`config.mk`:
```
export PLATFORM = sky130hd
export DESIGN_NAME = seg_scan_mux_flat
export DESIGN_NICKNAME = d
export VERILOG_FILES = /design/src/rtl/seg_scan_mux_if.sv /design/src/rtl/seg_scan_mux.sv /design/src/flat_wrapper.sv
export SDC_FILE = /design/constraint.sdc
export NUM_CORES = 1
export LEC_CHECK = 0
export ABC_AREA = 1
export ABC_CLOCK_PERIOD_IN_PS = 3060
export CORE_ASPECT_RATIO = 2
export CORE_MARGIN = 4
export CORE_UTILIZATION = 60
export DETAILED_ROUTE_END_ITERATION = 10
export GPL_TIMING_DRIVEN = 0
export MAX_ROUTING_LAYER = met4
export PLACE_DENSITY = 0.84
export SYNTH_ARGS = -nofsm -noshare
export SYNTH_HDL_FRONTEND = slang
export SYNTH_SLANG_ARGS = --single-unit
```
`constraint.sdc`:
```
create_clock -name clk -period 3.06 [get_ports clk]
set_input_delay 0.612 -clock clk [delete_from_list [all_inputs] [get_ports clk]]
set_output_delay 0.612 -clock clk [all_outputs]
set_load 0.03 [all_outputs]
```
`src/rtl/seg_scan_mux_if.sv`:
```
// Bus bundle for seg_scan_mux: display value/write strobe in, scanned digit out.
// The master side drives value/dp_in/value_wr; the slave side is the scanner itself.
interface seg_scan_mux_if;
    logic [15:0] value;
    logic [3:0]  dp_in;
    logic        value_wr;
    logic [3:0]  nibble;
    logic        dp_out;
    logic [3:0]  digit_en;
    logic        blank;
    logic        frame_done;

    modport master (
        output value, dp_in, value_wr,
        input  nibble, dp_out, digit_en, blank, frame_done
    );

    modport slave (
        input  value, dp_in, value_wr,
        output nibble, dp_out, digit_en, blank, frame_done
    );
endinterface

```
`src/rtl/seg_scan_mux.sv`:
```
// Four-digit time-multiplexed scanner with per-slot dead time and frame-aligned value swap.
// Optional macro LEADING_ZERO_BLANK_EN suppresses leading zero digits 1..3.
module seg_scan_mux #(
    parameter int REFRESH_DIV  = 50000,
    parameter int BLANK_CYCLES = 500
) (
    input  logic          clk,
    input  logic          rst_n,
    seg_scan_mux_if.slave bus
);

    localparam int                CNT_W    = $clog2(REFRESH_DIV);
    localparam logic [CNT_W-1:0]  CNT_LAST = CNT_W'(REFRESH_DIV - 1);
    localparam logic [CNT_W-1:0]  CNT_LIT  = CNT_W'(BLANK_CYCLES);

    logic [CNT_W-1:0] r_cnt;
    logic [1:0]       r_idx;
    logic [19:0]      r_pend_val;
    logic             r_pend;
    logic [19:0]      r_shadow;
    logic             r_frame_done;

    logic             w_slot_end;
    logic             w_frame_wrap;
    logic [19:0]      w_wr_word;
    logic [3:0]       w_nibble;
    logic             w_dp;
    logic [3:0]       w_onehot;
    logic             w_suppress;
    logic             w_lit;
    logic [3:0]       w_digit_en;

    assign w_slot_end   = (r_cnt == CNT_LAST);
    assign w_frame_wrap = w_slot_end && (r_idx == 2'd3);
    assign w_wr_word    = {bus.dp_in, bus.value};

    always_ff @(posedge clk or negedge rst_n) begin
        if (!rst_n) begin
            r_cnt <= '0;
            r_idx <= 2'd0;
        end else if (w_slot_end) begin
            r_cnt <= '0;
            r_idx <= r_idx + 2'd1;
        end else begin
            r_cnt <= r_cnt + CNT_W'(1);
        end
    end

    // A write landing on the wrap cycle goes straight to the shadow and drops any older pending word.
    always_ff @(posedge clk or negedge rst_n) begin
        if (!rst_n) begin
            r_pend_val <= '0;
            r_pend     <= 1'b0;
            r_shadow   <= '0;
        end else if (w_frame_wrap && bus.value_wr) begin
            r_shadow   <= w_wr_word;
            r_pend_val <= w_wr_word;
            r_pend     <= 1'b0;
        end else if (w_frame_wrap && r_pend) begin
            r_shadow   <= r_pend_val;
            r_pend     <= 1'b0;
        end else if (bus.value_wr) begin
            r_pend_val <= w_wr_word;
            r_pend     <= 1'b1;
        end
    end

    always_ff @(posedge clk or negedge rst_n) begin
        if (!rst_n) begin
            r_frame_done <= 1'b0;
        end else begin
            r_frame_done <= w_frame_wrap;
        end
    end

    always_comb begin
        w_nibble = r_shadow[3:0];
        w_dp     = r_shadow[16];
        case (r_idx)
            2'd1: begin
                w_nibble = r_shadow[7:4];
                w_dp     = r_shadow[17];
            end
            2'd2: begin
                w_nibble = r_shadow[11:8];
                w_dp     = r_shadow[18];
            end
            2'd3: begin
                w_nibble = r_shadow[15:12];
                w_dp     = r_shadow[19];
            end
            default: begin
                w_nibble = r_shadow[3:0];
                w_dp     = r_shadow[16];
            end
        endcase
    end

`ifdef LEADING_ZERO_BLANK_EN
    // Digit i is a leading zero when it and every more significant nibble are zero.
    always_comb begin
        w_suppress = 1'b0;
        case (r_idx)
            2'd1:    w_suppress = (r_shadow[15:4]  == 12'h000);
            2'd2:    w_suppress = (r_shadow[15:8]  == 8'h00);
            2'd3:    w_suppress = (r_shadow[15:12] == 4'h0);
            default: w_suppress = 1'b0;
        endcase
    end
`else
    assign w_suppress = 1'b0;
`endif

    assign w_onehot   = 4'b0001 << r_idx;
    assign w_lit      = (r_cnt >= CNT_LIT) && !w_suppress;
    assign w_digit_en = w_lit ? w_onehot : 4'b0000;

    assign bus.nibble     = w_nibble;
    assign bus.dp_out     = w_dp & ~w_suppress;
    assign bus.digit_en   = w_digit_en;
    assign bus.blank      = ~|w_digit_en;
    assign bus.frame_done = r_frame_done;

endmodule

```
`src/flat_wrapper.sv`:
```
// flat-port wrapper written by rule: the top's interface ports become plain ports
module seg_scan_mux_flat 
#(
    parameter int REFRESH_DIV  = 50000,
    parameter int BLANK_CYCLES = 500
)
  (clk, rst_n, bus_value, bus_dp_in, bus_value_wr, bus_nibble, bus_dp_out, bus_digit_en, bus_blank, bus_frame_done);
  seg_scan_mux_if bus_i ();
  input  logic clk;
  input  logic rst_n;
  input wire logic [$bits(bus_i.value)-1:0] bus_value;
  input wire logic [$bits(bus_i.dp_in)-1:0] bus_dp_in;
  input wire logic [$bits(bus_i.value_wr)-1:0] bus_value_wr;
  output wire logic [$bits(bus_i.nibble)-1:0] bus_nibble;
  output wire logic [$bits(bus_i.dp_out)-1:0] bus_dp_out;
  output wire logic [$bits(bus_i.digit_en)-1:0] bus_digit_en;
  output wire logic [$bits(bus_i.blank)-1:0] bus_blank;
  output wire logic [$bits(bus_i.frame_done)-1:0] bus_frame_done;
  assign bus_i.value = bus_value;
  assign bus_i.dp_in = bus_dp_in;
  assign bus_i.value_wr = bus_value_wr;
  assign bus_nibble = bus_i.nibble;
  assign bus_dp_out = bus_i.dp_out;
  assign bus_digit_en = bus_i.digit_en;
  assign bus_blank = bus_i.blank;
  assign bus_frame_done = bus_i.frame_done;
  seg_scan_mux #(.REFRESH_DIV(REFRESH_DIV), .BLANK_CYCLES(BLANK_CYCLES)) u_core (.clk(clk), .rst_n(rst_n), .bus(bus_i));
endmodule
```
==> reports/qor.txt <==
worst-margin pin slew: 0.614 ns
FF+latch area: 0.00150 sq mm
Syn Std Cell Area: 0.00316 sq mm
most common cell in the netlist: dfrtp_1
Synth area leader: dfrtp_1
wl on met1: 2810 um
register area share after synthesis: 0.474
asr flop ratio synth: 1.00
WP data arrival: 2.27 ns
Synth Warn #: 0
Clock H-tree levels: 3
final worst slack: 0.174 ns
pin count of the biggest net entering global routing: 37
Area growth syn-to-layout: 18.9%
Hold/Removal Path Class: in2async
total wire length: 7890 um
main area contributors after synthesis: dfrtp_1 (47%), nand4_1 (8.7%), mux2_2 (7.1%), nand2_1 (6.6%), inv_1 (4.5%)
worst-path cell chain: nand2_1 -> nor2_1 -> o211ai_1 -> nand2_1 -> inv_1 -> nor2_1 -> clkdlybuf4s50_1
number of max-cap violations: 0
Slew Limit Fails: 0
Slew Limit Headroom: 0.591
CP endpoint kind: output pin
wire length on met2: 4240 um
top layer used by detailed routing: met4
first-pass GRT wire length: 12900 um
period utilisation layout: 0.943
power per standard cell area: 424 mW/mm^2
syn avg cell area: 9.15 sq um
cell row count: 37
crit path launch type: register
WS Path Type: reg2out
drt wl/cell: 17.5 um
DRC: 0
#FFs+latches synth: 60
reg2reg start: u_core.r_idx[0]
Die Height: 111 um
WP data required: 2.45 ns
crit-path max cell delay: 0.69 ns
min Tclk post-route: 2.89 ns
RSZ-0062 raised after global routing: false
share of cells above drive strength 1: 0.155
final setup vio count: 0
status: completed
die area: 0.00657 sq mm
Yosys cell types: 29
Top-Level Pins: 34
fillers: 373
Synth Instances: 346
CP max stage cell: clkdlybuf4s50_1
hpwl dp: 5710 um
post-route setup TNS: 0 ns
CTS tree: built
Synth Net Count: 376
leakage: 1.87 nW
DRT Pass-1 Iters: 5
pre-CTS setup slack: 0.190 ns
area share of the largest cell type after synthesis: 0.474
Post-synth top flop: dfrtp_1
total gr overflow: 0
number of port buffers: 32
Initial Util: 0.616
ANT nets after route: 0
commonest cells in the synthesized netlist: dfrtp_1 (60), nand2_1 (56), nand4_1 (44), inv_1 (38), nor2_1 (32)
vias in the first global route: 2763
final hold viol count: 0
clk_skew: 0.00544 ns
number of antenna violations at the first check in global routing: 0
area of the multi-input gates: 0.00137 sq mm
Worst VDD drop: 473 uV
final instance area: 0.00376 sq mm
die width: 59.4 um
crit-path max FO: 4
number of vias per cell: 5.96
clock latency on the worst-skew pair: 0.35 ns
routed wl met3: 448 um
final net count: 419
clk sinks: 60
CTS Buf Count: 9
CTS max path bufs: 2
Post-synth EDFFs: 0
GRT Total Usage: 0.272
Worst Setup SP: u_core.r_cnt[7]
initial drt markers: 145
# diodes: 0
Area after DPL: 0.00357 sq mm
routability cong.: 0.972
core box area: 0.00514 sq mm
Max Clock Freq: 346 MHz
vias post-DR: 2695
CTS clk-pin slew, worst paths: 0.07 ns
clock root buffer master: clkbuf_8
## final timing paths
check                           cells past startpoint                  end  slack [ns]
worst max-delay path                                7      bus_digit_en[1]        0.17
worst min-delay path                                1      u_core.r_cnt[8]        0.27
worst max register to register                      5  u_core.r_shadow[10]        1.33
worst min register to register                      1      u_core.r_cnt[0]        0.48
max in group asynchronous                           2   u_core.r_shadow[8]        2.19
min in group clk                                    1      u_core.r_cnt[0]        0.48
## flip-flops by register name, summed over array words and instances, names as in the netlist
| signal | flops |
|---|---|
| u_core.r_pend | 1 |
| u_core.r_pend_val | 20 |
| u_core.r_idx | 2 |
| u_core.r_cnt | 16 |
| u_core.bus.frame_done | 1 |
| u_core.r_shadow | 20 |
## metal layers
metal	track usage	vias to the layer above
met2	0.443	115
met1	0.289	1285
li1	-	1259
met4	0.179	0
met3	0.0466	36
met5	-	-
## logic make-up after synthesis
group                      Yosys count  share of synthesized area
adders and majority gates            7                     0.0277
buffers and inverters               59                     0.0913
AOI/OAI and AO/OA                   20                     0.0387
and+or+nand+nor                    170                      0.269
xor gates and xnor gates            10                     0.0277
DFF                                 60                      0.474
muxes                               20                     0.0712
## through the flow
stage	total power, mW	hold slack [ns]	instances	utilization
3_5_place_dp	0.949	0.476	437	0.695
3_3_place_gp	0.943	0.465	436	0.692
5_1_grt	1.65	0.310	452	0.732
4_1_cts	1.60	0.286	452	0.730
2_1_floorplan	0.886	0.316	346	-
6_report	1.59	0.272	452	0.732
## worst max-delay path: cells and delay by family (launching register included)
kind	cells	cell delay, ns
AOI/OAI and AO/OA	1	0.17
and+or+nand+nor	4	0.54
DFF	1	0.44
buffers and inverters	2	0.78
## where the power goes
part / internal (mW) / switching, mW
combinational: 0.0535 / 0.0467
sequential: 0.820 / 0.0148
clock: 0.360 / 0.299
## layout by cell type (no fill, tap or decap), types with 2 or more instances in the layout
master / instances
clkbuf_8: 12
nor2_1: 32
nand4_1: 44
buf_2: 7
nor3_1: 2
dfrtp_1: 60
clkbuf_4: 2
nand3_1: 27
inv_2: 2
nand2_1: 56
clkbuf_1: 5
a32oi_1: 5
nor3_2: 2
ha_1: 7
clkdlybuf4s50_1: 25
xor2_1: 10
a21oi_1: 7
inv_1: 38
buf_6: 7
o21ai_0: 5
mux2_2: 20
dlymetal6s2s_1: 5
## what timing repair did
action	4_1_cts	5_1_grt
gates resized for setup	2	5
buffers inserted	0	0
hold buffers	0	0
setup endpoints to repair	6	5
## final cells by class
cell class | instances | share of cell area
sequential | 60 | 0.399
multi-input combinational | 227 | 0.365
timing repair buffer | 33 | 0.0921
clock buffer | 15 | 0.0469
inverter | 40 | 0.0399
buffer | 18 | 0.0362
tap | 58 | 0.0193
clock inverter | 1 | 0.00133
(Power assumes the default switching activity.)
